[config.mk]
export PLATFORM = sky130hd
export DESIGN_NAME = mole_hit_scorer
export DESIGN_NICKNAME = d
export VERILOG_FILES = /design/src/rtl/eecs3216_pkg.sv /design/src/rtl/seven_seg_decoder.sv /design/src/rtl/mole_hit_scorer.sv
export SDC_FILE = /design/constraint.sdc
export NUM_CORES = 1
export LEC_CHECK = 0
export BUFFER_PORTS_ARGS = -buffer_cell sky130_fd_sc_hd__clkbuf_2
export CAP_MARGIN = 10
export CORE_MARGIN = 3
export CORE_UTILIZATION = 61
export DETAILED_ROUTE_END_ITERATION = 7
export GPL_TIMING_DRIVEN = 0
export PLACE_DENSITY = 0.91
export SYNTH_ARGS = -nofsm -noshare
export SYNTH_HDL_FRONTEND = slang
export SYNTH_SLANG_ARGS = --single-unit
export TNS_END_PERCENT = 30
[constraint.sdc]
create_clock -name cin -period 4.1 [get_ports cin]
set_clock_uncertainty 0.15 [all_clocks]
set_input_delay 0.41 -clock cin [delete_from_list [all_inputs] [get_ports cin]]
set_output_delay 0.41 -clock cin [all_outputs]
set_load 0.01 [all_outputs]
[src/rtl/eecs3216_pkg.sv]
// Shared definitions for the mole game: 7-seg codes (active-low, DP off),
// scorer FSM states and a saturating 2-digit BCD increment.
package eecs3216_pkg;

   localparam int N_MOLES = 9;

   localparam logic [7:0] SEG_0     = 8'hC0;
   localparam logic [7:0] SEG_1     = 8'hF9;
   localparam logic [7:0] SEG_2     = 8'hA4;
   localparam logic [7:0] SEG_3     = 8'hB0;
   localparam logic [7:0] SEG_4     = 8'h99;
   localparam logic [7:0] SEG_5     = 8'h92;
   localparam logic [7:0] SEG_6     = 8'h82;
   localparam logic [7:0] SEG_7     = 8'hF8;
   localparam logic [7:0] SEG_8     = 8'h80;
   localparam logic [7:0] SEG_9     = 8'h90;
   localparam logic [7:0] SEG_BLANK = 8'hFF;

   typedef enum logic {ARMED, HIT_LOCK} state_t;

   // {tens, ones} + 1, holding at 99
   function automatic logic [7:0] bcd_inc_sat(input logic [7:0] s);
      logic [7:0] r;
      r = s;
      if (s == 8'h99)
         r = s;
      else if (s[3:0] == 4'd9)
         r = {s[7:4] + 4'd1, 4'd0};
      else
         r = {s[7:4], s[3:0] + 4'd1};
      return r;
   endfunction

endpackage

[src/rtl/seven_seg_decoder.sv]
// Combinational BCD digit to active-low 7-seg code; 10-15 blank.
module seven_seg_decoder
   import eecs3216_pkg::*;
(
   input  logic [3:0] bcd,
   output logic [7:0] seg
);

   always_comb begin
      seg = SEG_BLANK;
      case (bcd)
         4'd0: seg = SEG_0;
         4'd1: seg = SEG_1;
         4'd2: seg = SEG_2;
         4'd3: seg = SEG_3;
         4'd4: seg = SEG_4;
         4'd5: seg = SEG_5;
         4'd6: seg = SEG_6;
         4'd7: seg = SEG_7;
         4'd8: seg = SEG_8;
         4'd9: seg = SEG_9;
         default: seg = SEG_BLANK;
      endcase
   end

endmodule

[src/rtl/mole_hit_scorer.sv]
// Judges debounced button presses against the one-hot mole vector and keeps
// a saturating 2-digit BCD score shown on HEX1:HEX0.
module mole_hit_scorer
   import eecs3216_pkg::*;
#(
   parameter int DEBOUNCE_CYCLES = 500000,
   parameter int CNT_W           = 20
)(
   input  logic               cin,
   input  logic               rst,
   input  logic [N_MOLES-1:0] mole_led,
   input  logic [N_MOLES-1:0] btn,
   output logic [7:0]         hex0,
   output logic [7:0]         hex1,
   output logic               hit_pulse,
   output logic               miss_pulse,
   output logic [7:0]         score_bcd
);

   localparam logic [CNT_W-1:0] CNT_MAX = CNT_W'(DEBOUNCE_CYCLES - 1);

   logic [N_MOLES-1:0] sync1, s_btn, db_btn, db_prev, prev_mole, rise;
   logic [CNT_W-1:0]   cnt;
   logic               mole_valid, mole_chg, hit, miss;
   logic [7:0]         seg0, seg1;
   state_t             state, state_n;

   // A pending change (sync1 != s_btn) clears the counter one cycle early so
   // the first counting cycle lines up with s_btn taking its new value.
   always_ff @(posedge cin or posedge rst) begin
      if (rst) begin
         sync1     <= '0;
         s_btn     <= '0;
         db_btn    <= '0;
         db_prev   <= '0;
         prev_mole <= '0;
         cnt       <= '0;
      end else begin
         sync1     <= btn;
         s_btn     <= sync1;
         db_prev   <= db_btn;
         prev_mole <= mole_led;
         if (s_btn == db_btn || sync1 != s_btn)
            cnt <= '0;
         else if (cnt == CNT_MAX) begin
            db_btn <= s_btn;
            cnt    <= '0;
         end else
            cnt <= cnt + CNT_W'(1);
      end
   end

   assign rise       = db_btn & ~db_prev;
   assign mole_chg   = (mole_led != prev_mole);
   assign mole_valid = (mole_led != '0) &&
                       ((mole_led & (mole_led - N_MOLES'(1))) == '0);

   always_comb begin
      state_n = state;
      hit     = 1'b0;
      miss    = 1'b0;
      if (mole_chg)
         state_n = ARMED;
      // a hit overrides the mole-change return to ARMED
      if (rise != '0 && mole_valid) begin
         if (state == ARMED && rise == mole_led) begin
            hit     = 1'b1;
            state_n = HIT_LOCK;
         end else
            miss = 1'b1;
      end
   end

   seven_seg_decoder u_dec0 (.bcd(score_bcd[3:0]), .seg(seg0));
   seven_seg_decoder u_dec1 (.bcd(score_bcd[7:4]), .seg(seg1));

   always_ff @(posedge cin or posedge rst) begin
      if (rst) begin
         state      <= ARMED;
         hit_pulse  <= 1'b0;
         miss_pulse <= 1'b0;
         score_bcd  <= '0;
         hex0       <= SEG_0;
         hex1       <= SEG_0;
      end else begin
         state      <= state_n;
         hit_pulse  <= hit;
         miss_pulse <= miss;
         if (hit)
            score_bcd <= bcd_inc_sat(score_bcd);
         hex0       <= seg0;
         hex1       <= seg1;
      end
   end

endmodule
==> run_results.csv, run 1 <==
group,metric,value,unit
run,drv_cap,0,
global_route,grt_pass1_wl,12300,um
placed_design,routabilityCongestion,0.860,
critical_path,crit_required,4.20,ns
floorplanning,die-area,7570,um^2
clock_network,cts_tree,"yes",
floorplanning,core_area,6130,um^2
clock_network,root_buffer,"clkbuf_8",
critical_path,r2r_start,"db_btn[8]",
global_route,grtUsageTotal,20.6,%
min_path,hold_class,"input port to register",
synth,ys.flop_type,"dfrtp_1",
critical_path,path_class,"input port to register",
final_layout,final_common_cell,"dfrtp_1",
floorplanning,io_pins,46,
sta,holdWs,0.0260,ns
route,drtAntennaViolNets,0,
clock_network,cts_resized,0,
critical_path,endpoint_kind,"register",
power_and_ir_drop,worst_ir_drop_vdd,258,uV
route,drt_iter0_markers,82,
synth,avgSynthCellArea,11.5,um^2
sta,max_slew_margin,58.3,%
sta,tns,0,ns
synth,synth_edf_count,0,
critical_path,worstReg2RegEnd,"cnt[17]",
floorplanning,std_cell_rows,28,
sta,finalSetupViolCount,0,
clock_network,cts.sinks,90,
power_and_ir_drop,total_power,0.00164,W
synth,yosys_warnings,0,
sta,clock.fmax,323,MHz
final_layout,most-common-layout-cells,"88 x dfrtp_1, 45 x clkbuf_2, 35 x xnor2_1, 34 x nor2_1, 23 x xor2_1",
critical_path,slowest_delay,0.54,ns
critical_path,cp_cell_sequence,"dlygate4sd3_1 -> clkbuf_2 -> clkbuf_1 -> or4_4 -> a2111oi_4 -> a211oi_2 -> nor4_4 -> nand3_2 -> mux2_4",
synth,ys_ff_latch,90,
sta,worst_slew_pin_slew,0.620,ns
synth,async_flop_share,100,%
route,num_vias,2751,
final_layout,final_nets,447,
clock_network,htree_levels,3,
sta,hold_viol,0,
clock_network,clk_latency,0.35,ns
placed_design,pre_cts_ws,1.13,ns
final_layout,n_antenna_cell,0,
power_and_ir_drop,power_density,349,nW/um^2
sta,rsz0062_at_grt,"false",
route,routed_via_density,5.55,
outcome,status,"finished clean",
final_layout,drive_gt1_share,20.9,%
min_path,holdPathEnd,"prev_mole[7]",
route,first_pass_iters,4,
global_route,grt_overflow,0,
synth,netlist_area,4010,um^2
sta,report.final.slew_viol_count,0,
clock_network,cts.path.max_buffers,2,
final_layout,fill_cells,363,
synth,yosys.cell_types.count,43,
placed_design,dpl-instance-area,4350,um^2
placed_design,dp_hpwl,4810,um
critical_path,slowest_stage,"dlygate4sd3_1",
critical_path,critical_path_arrival,3.20,ns
critical_path,worstPathMaxFanout,9,
global_route,antenna_found_initial,0,
critical_path,critPathTopFamily,"simple AND/OR/NAND/NOR gates",
floorplanning,die_h,87.0,um
power_and_ir_drop,leakagePower,2.10,nW
sta,layout_setup_ws,1.00,ns
clock_network,path_clk_slew,0.10,ns
clock_network,cts_buffers,9,
critical_path,startpoint,"mole_led[6]",
min_path,holdPathStages,1,
route,drc,0,
sta,min_period_over_period,75.6,%
route,wl_per_cell,14.2,um
critical_path,critPathLaunchType,"input port",
synth,synthCells,348,
critical_path,cp_num_buf_inv,3,
global_route,grt_max_degree,73,
final_layout,stdcell_area,4680,um^2
route,drt_wl_total,7060,um
placed_design,port_buffers,43,
synth,yosysSeqAreaShare,56.3,%
floorplanning,fp.dieW,87.0,um
final_layout,area_growth,16.8,%
critical_path,rrSetupSlack,1.59,ns
global_route,grt_pass1_vias,2776,
floorplanning,initial_utilization,65.3,%
min_path,holdCritStartpoint,"mole_led[7]",
sta,layout_min_cycle_time,3.10,ns
critical_path,ff2ff_path_depth,8,
[layout make-up]
type                       instances  area [um^2]  area share, %
sequential                        90         2250           48.2
multi-input combinational        237         1660           35.4
timing repair buffer              56          358           7.65
clock buffer                       9          124           2.65
tap                               75         93.8           2.01
clock inverter                     7         92.6           1.98
buffer                            11         57.6           1.23
inverter                          11         43.8          0.936
[metrics by stage]
stage / instances / utilization [%]
after floorplan: 349 / -
after global placement: 467 / 70.4
after detailed placement: 468 / 70.9
after CTS: 494 / 76.1
after global routing: 496 / 76.3
final: 496 / 76.3
[where the power goes]
| group | internal, W | total, W | switching (W) |
|---|---|---|---|
| Sequential | 0.000901 | 0.000911 | 0.0000107 |
| Clock | 0.000299 | 0.000645 | 0.000346 |
| Combinational | 0.0000358 | 0.0000787 | 0.0000429 |
| Total | 0.00124 | 0.00164 | 0.000400 |
[logic make-up (layout without fill, tap and decap cells)]
group,Yosys count,in the layout,synth area share (%)
muxes,10,10,2.91
AOI/OAI and AO/OA,32,32,5.69
adders and majority gates,12,12,3.69
other,1,2,0.0936
buffers and inverters,22,94,2.47
xor gates and xnor gates,58,58,12.7
and+or+nand+nor,123,123,16.2
DFF,90,90,56.3
[state kept, by name (all words and copies together) (netlist names), 7 cells and up]
register   cells
cnt           20
db_btn         9
db_prev        9
prev_mole      9
s_btn          9
sync1          9
score_bcd      8
hex0           7
hex1           7
[synthesized netlist by cell type, types with 5 or more instances]
cell type | count | area share, %
nor4_1 | 11 | 1.7
nor3_1 | 5 | 0.62
clkbuf_1 | 7 | 0.66
mux2_2 | 9 | 2.5
nand4_1 | 11 | 1.7
o21ai_0 | 7 | 0.87
and3_1 | 6 | 0.94
a21oi_1 | 11 | 1.4
xnor2_1 | 35 | 7.7
inv_1 | 11 | 1.0
nor2_1 | 34 | 3.2
dfrtp_1 | 88 | 55
nor2b_1 | 13 | 2.0
ha_1 | 11 | 3.4
nand2_1 | 17 | 1.6
nand3_1 | 12 | 1.5
xor2_1 | 23 | 5.0
[per-layer routing]
layer | track usage (%) | share of wire, % | vias to the layer above
li1 | - | - | 1316
met4 | 9.92 | 2.6 | 0
met5 | 0 | 0 | -
met1 | 26.5 | 44 | 1339
met2 | 33.7 | 49 | 78
met3 | 3.50 | 4.0 | 18
[how the worst max path moves through the flow]
stage	to	slack (ns)	depth (start not counted)
finish	score_bcd[5]	1.00	9
detailed placement	score_bcd[5]	1.13	8
global route	score_bcd[5]	0.87	9
global placement	prev_mole[6]	0.41	2
floorplan	cnt[0]	1.21	1
CTS	score_bcd[5]	1.27	6
[what timing repair did]
action,CTS,global route
endpoints found under the setup margin,0,0
hold buffers,10,1
hold endpoints to repair,25,1
setup buffers,0,0
Power figures use the tool's default switching activity.
==> run 2: changes to the inputs <==
--- a/config.mk
+++ b/config.mk
@@ -8,10 +8,10 @@
 export BUFFER_PORTS_ARGS = -buffer_cell sky130_fd_sc_hd__clkbuf_2
 export CAP_MARGIN = 10
 export CORE_MARGIN = 3
-export CORE_UTILIZATION = 61
+export CORE_UTILIZATION = 52
 export DETAILED_ROUTE_END_ITERATION = 7
 export GPL_TIMING_DRIVEN = 0
-export PLACE_DENSITY = 0.91
+export PLACE_DENSITY = 0.83
 export SYNTH_ARGS = -nofsm -noshare
 export SYNTH_HDL_FRONTEND = slang
 export SYNTH_SLANG_ARGS = --single-unit
==> constraint.sdc (replaced) <==
create_clock -name cin -period 2.7 [get_ports cin]
set_clock_uncertainty 0.15 [all_clocks]
set_input_delay 0.27 -clock cin [delete_from_list [all_inputs] [get_ports cin]]
set_output_delay 0.27 -clock cin [all_outputs]
set_load 0.01 [all_outputs]
==> run 2 against run 1 <==
Global-route usage is 2.8 points lower. Largest cell class unchanged. Sequential cell count stayed put. Sequential power is 51% higher. Clock-buffer cell count stayed put. Critical path depth is 2 lower. Sequential share of layout area is 1.3 points lower. First-iteration DRC count is 29% higher. Critical endpoint is now db_btn[0]. Critical path type is now register to register. Clock power is 42% higher. Worst hold slack better by 0.23 ns. Highest routed layer unchanged.
==> run_results.csv, run 2 (same netlist as run 1, synthesis figures left out) <==
group,metric,value,unit
outcome,status,"finished clean",
route,drt_iter0_markers,106,
floorplanning,initial_utilization,54.3,%
floorplanning,core_area,7370,um^2
final_layout,final_common_cell,"dfrtp_1",
floorplanning,fp.dieW,93.8,um
final_layout,finish.utilization,65.2,%
final_layout,most-common-layout-cells,"88 x dfrtp_1, 44 x clkbuf_2, 35 x xnor2_1, 34 x nor2_1, 23 x xor2_1",
critical_path,worstReg2RegEnd,"db_btn[0]",
sta,hold_viol,0,
clock_network,htree_levels,3,
clock_network,path_clk_slew,0.11,ns
critical_path,ff2ff_path_depth,7,
power_and_ir_drop,worst_ir_drop_vdd,332,uV
clock_network,cts.sinks,90,
sta,tns,0,ns
clock_network,root_buffer,"clkbuf_8",
clock_network,cts.path.max_buffers,2,
global_route,grt_pass1_vias,2765,
global_route,antenna_found_initial,0,
critical_path,r2r_start,"s_btn[6]",
placed_design,dp_hpwl,4880,um
floorplanning,io_pins,46,
global_route,grtUsageTotal,17.7,%
route,first_pass_iters,7,
critical_path,endpoint_kind,"register",
sta,min_period_over_period,91.6,%
final_layout,top_register,"cnt",
route,drc,0,
route,drtAntennaViolNets,0,
sta,max_slew_margin,65.0,%
power_and_ir_drop,power_density,506,nW/um^2
final_layout,largest_reg_flops,20,
clock_network,cts_buffers,9,
route,wl_per_cell,13.2,um
global_route,grt_overflow,0,
min_path,hold_class,"register to register",
final_layout,final_nets,455,
clock_network,cts_tree,"yes",
placed_design,port_buffers,43,
critical_path,rrSetupSlack,0.23,ns
final_layout,area_growth,20.1,%
sta,rsz0062_at_grt,"false",
sta,worst_slew_pin_slew,0.521,ns
power_and_ir_drop,total_power,0.00243,W
power_and_ir_drop,leakagePower,2.13,nW
global_route,grt_pass1_wl,12400,um
route,drt_wl_total,6980,um
floorplanning,std_cell_rows,31,
min_path,holdPathStages,0,
global_route,grt_max_degree,46,
critical_path,crit_required,2.80,ns
sta,clock.fmax,405,MHz
floorplanning,die_h,93.8,um
floorplanning,die-area,8790,um^2
placed_design,routabilityCongestion,0.879,
route,routed_via_density,5.15,
route,num_vias,2720,
clock_network,clk_latency,0.36,ns
sta,layout_min_cycle_time,2.47,ns
final_layout,n_antenna_cell,0,
final_layout,drive_gt1_share,21.0,%
clock_network,cts_setup_buffers,0,
critical_path,path_class,"register to register",
sta,report.final.slew_viol_count,0,
min_path,holdCritStartpoint,"sync1[6]",
run,drv_cap,0,
critical_path,worstPathMaxFanout,9,
critical_path,critPathLaunchType,"register",
min_path,holdPathEnd,"s_btn[6]",
sta,finalSetupViolCount,0,
critical_path,critical_path_arrival,2.57,ns
## run 2: cell type report
cell class              count  area, um^2
plain buffers              11        57.6
inverters                  11        45.0
fillers                   570        2560
repair buffers             64         445
well taps                  99         124
multi-input cells         237        1680
clock inverters             7        81.3
flip-flops and latches     90        2250
clock buffers               9         124
## run 2: worst max path at each step
| stage | startpoint | slack, ns | to |
|---|---|---|---|
| after detailed placement | mole_led[7] | -0.16 | score_bcd[5] |
| after floorplan | mole_led[7] | 0.16 | score_bcd[5] |
| after CTS | mole_led[0] | 0.14 | score_bcd[5] |
| final | s_btn[6] | 0.23 | db_btn[0] |
| after global routing | s_btn[2] | 0.02 | cnt[16] |
| after global placement | mole_led[7] | -0.12 | score_bcd[5] |
## run 2: what timing repair did
action,4_1_cts,5_1_grt
endpoints found under the setup margin,4,4
hold endpoints to repair,36,0
resized for setup,1,2
hold buffers,19,0
pin swaps,0,0
cloned,0,0
## run 2: metrics by stage
stage | worst slack, ns | instances | hold WS [ns] | cell area, um^2
2_1_floorplan | 0.163 | 349 | 0.151 | 4010
3_5_place_dp | -0.161 | 493 | 0.144 | 4390
4_1_cts | 0.140 | 528 | 0.259 | 4790
5_1_grt | 0.0155 | 528 | 0.265 | 4810
3_3_place_gp | -0.121 | 491 | 0.226 | 4350
6_report | 0.228 | 528 | 0.255 | 4810
## run 2: worst max-delay path: stages (launching register included)
cell and delay (ns):
dfrtp_1 0.43, xnor2_1 0.17, nand4_1 0.14, nor4_1 0.24
nand4_1 0.22, or4_1 0.43, clkbuf_1 0.26, mux2_2 0.33
## run 2: report_power, final
part	internal (W)	total, W	switching, W
clock network	0.000370	0.000917	0.000547
logic	0.0000639	0.000133	0.0000694
registers	0.00137	0.00138	0.0000156
## run 2: per-layer routing
metal	routed length [um]	global-route usage, %
met4	86	7.82
met1	3170	22.8
met2	3460	28.5
met3	266	4.25
met5	0	0
==> run 3: changes to the inputs <==
--- a/config.mk
+++ b/config.mk
@@ -11,7 +11,8 @@
 export CORE_UTILIZATION = 52
 export DETAILED_ROUTE_END_ITERATION = 7
 export GPL_TIMING_DRIVEN = 0
-export PLACE_DENSITY = 0.83
+export PLACE_DENSITY = 0.74
+export RECOVER_POWER = 25
 export SYNTH_ARGS = -nofsm -noshare
 export SYNTH_HDL_FRONTEND = slang
 export SYNTH_SLANG_ARGS = --single-unit
==> run 3 against run 2 <==
Sequential share of layout area grew 0.061 points. Sequential cell count unchanged. Critical endpoint is now score_bcd[5]. Worst hold slack got worse by 0.0040 ns. Core utilization fell by 0.085 points.
==> run_results.csv, run 3 (same netlist as run 1, synthesis figures left out) <==
group,metric,value,unit
outcome,status,"finished clean",
min_path,hold_class,"register to register",
final_layout,n_antenna_cell,0,
final_layout,largest_reg_flops,20,
clock_network,cts.path.max_buffers,2,
placed_design,routabilityCongestion,0.840,
clock_network,cts_buffers,9,
critical_path,critical_path_arrival,2.60,ns
global_route,grtUsageTotal,17.2,%
critical_path,worstPathMaxFanout,9,
floorplanning,die-area,8790,um^2
power_and_ir_drop,power_density,505,nW/um^2
global_route,grt_overflow,0,
route,wl_per_cell,12.7,um
clock_network,htree_levels,3,
route,drc,0,
final_layout,multi_input_area,1660,um^2
sta,finalSetupViolCount,0,
floorplanning,core_area,7370,um^2
placed_design,dpl-instance-area,4390,um^2
sta,max_slew_margin,45.0,%
critical_path,r2r_start,"db_btn[8]",
final_layout,final_nets,458,
power_and_ir_drop,worst_ir_drop_vdd,281,uV
floorplanning,fp.dieW,93.8,um
final_layout,top_register,"cnt",
floorplanning,std_cell_rows,31,
run,drv_cap,0,
clock_network,cts_tree,"yes",
floorplanning,io_pins,46,
global_route,antenna_found_initial,0,
sta,tns,0,ns
critical_path,critPathLaunchType,"input port",
route,routed_via_density,5.09,
sta,min_period_over_period,92.2,%
critical_path,path_class,"input port to register",
sta,layout_min_cycle_time,2.49,ns
sta,clock.fmax,402,MHz
final_layout,drive_gt1_share,20.1,%
min_path,holdCritStartpoint,"sync1[1]",
final_layout,stdcell_area,4800,um^2
clock_network,path_clk_slew,0.10,ns
final_layout,register_area,2250,um^2
final_layout,most-common-layout-cells,"88 x dfrtp_1, 39 x clkbuf_2, 35 x xnor2_1, 34 x nor2_1, 23 x xor2_1",
sta,report.final.slew_viol_count,0,
clock_network,clk_latency,0.36,ns
placed_design,port_buffers,43,
route,drt_iter0_markers,41,
sta,rsz0062_at_grt,"false",
critical_path,endpoint_kind,"register",
route,drtAntennaViolNets,0,
final_layout,final_common_cell,"dfrtp_1",
global_route,grt_max_degree,39,
sta,hold_viol,0,
power_and_ir_drop,leakagePower,2.13,nW
global_route,grt_pass1_vias,2725,
floorplanning,initial_utilization,54.3,%
sta,worst_slew_pin_slew,0.821,ns
final_layout,fill_cells,590,
placed_design,dp_hpwl,4780,um
global_route,grt_pass1_wl,12100,um
clock_network,cts.sinks,90,
clock_network,root_buffer,"clkbuf_8",
critical_path,crit_required,2.81,ns
route,first_pass_iters,6,
critical_path,startpoint,"mole_led[0]",
final_layout,area_growth,19.9,%
floorplanning,die_h,93.8,um
route,drt_wl_total,6720,um
route,num_vias,2705,
## run 3: worst paths after layout
path | slack [ns] | endpoint | cells past startpoint
min in group asynchronous | 0.39 | score_bcd[6] | 3
worst min register to register | 0.25 | s_btn[1] | 0
max in group asynchronous | 1.15 | score_bcd[3] | 5
worst min-delay path | 0.25 | s_btn[1] | 0
worst max-delay path | 0.21 | score_bcd[5] | 9
worst max register to register | 0.26 | cnt[18] | 8
## run 3: critical path, stage by stage
cell and delay [ns]:
dlygate4sd3_1 0.54, clkbuf_2 0.20, nor4_1 0.42, nand2_1 0.11, xnor2_1 0.17, nor4_4 0.23, buf_4 0.20, nand3_2 0.11
mux2_4 0.34
## run 3: stage by stage
step | worst slack, ns | hold slack [ns] | power, W | utilization (%) | std cells
after floorplan | 0.163 | 0.151 | 0.00147 | - | 349
after global placement | -0.122 | 0.227 | 0.00151 | 59.0 | 491
after detailed placement | -0.167 | 0.129 | 0.00152 | 59.6 | 493
after CTS | 0.193 | 0.253 | 0.00246 | 65.0 | 528
after global routing | 0.0134 | 0.267 | 0.00253 | 65.2 | 531
final | 0.209 | 0.251 | 0.00242 | 65.2 | 531
## run 3: layout make-up
| type | instances | area share, % |
|---|---|---|
| clock buffers | 9 | 2.58 |
| flip-flops and latches | 90 | 47.0 |
| plain buffers | 11 | 1.20 |
| inverters | 11 | 0.886 |
| well taps | 99 | 2.58 |
| clock inverters | 7 | 1.59 |
| repair buffers | 67 | 9.61 |
| multi-input cells | 237 | 34.6 |
## run 3: timing repair
action,CTS,global route
buffers inserted,0,3
endpoints found under the setup margin,5,1
hold buffers,19,0
gates cloned,0,0
gates resized for setup,1,0
hold endpoints to repair,34,0
pin swaps,0,1
## run 3: where the power goes
| part | switching [W] | total [W] | internal (W) |
|---|---|---|---|
| clock | 0.000542 | 0.000914 | 0.000372 |
| combinational | 0.0000659 | 0.000128 | 0.0000623 |
| sequential | 0.0000153 | 0.00138 | 0.00137 |
## run 3: per-layer routing
metal | part of all wire, % | GRT usage, % | wire, um | vias up
met1 | 47 | 22.5 | 3140 | 1307
li1 | - | - | - | 1335
met5 | 0 | 0 | 0 | -
met2 | 48 | 28.1 | 3220 | 54
met4 | 1.2 | 7.58 | 83 | 0
met3 | 4.1 | 3.21 | 276 | 9
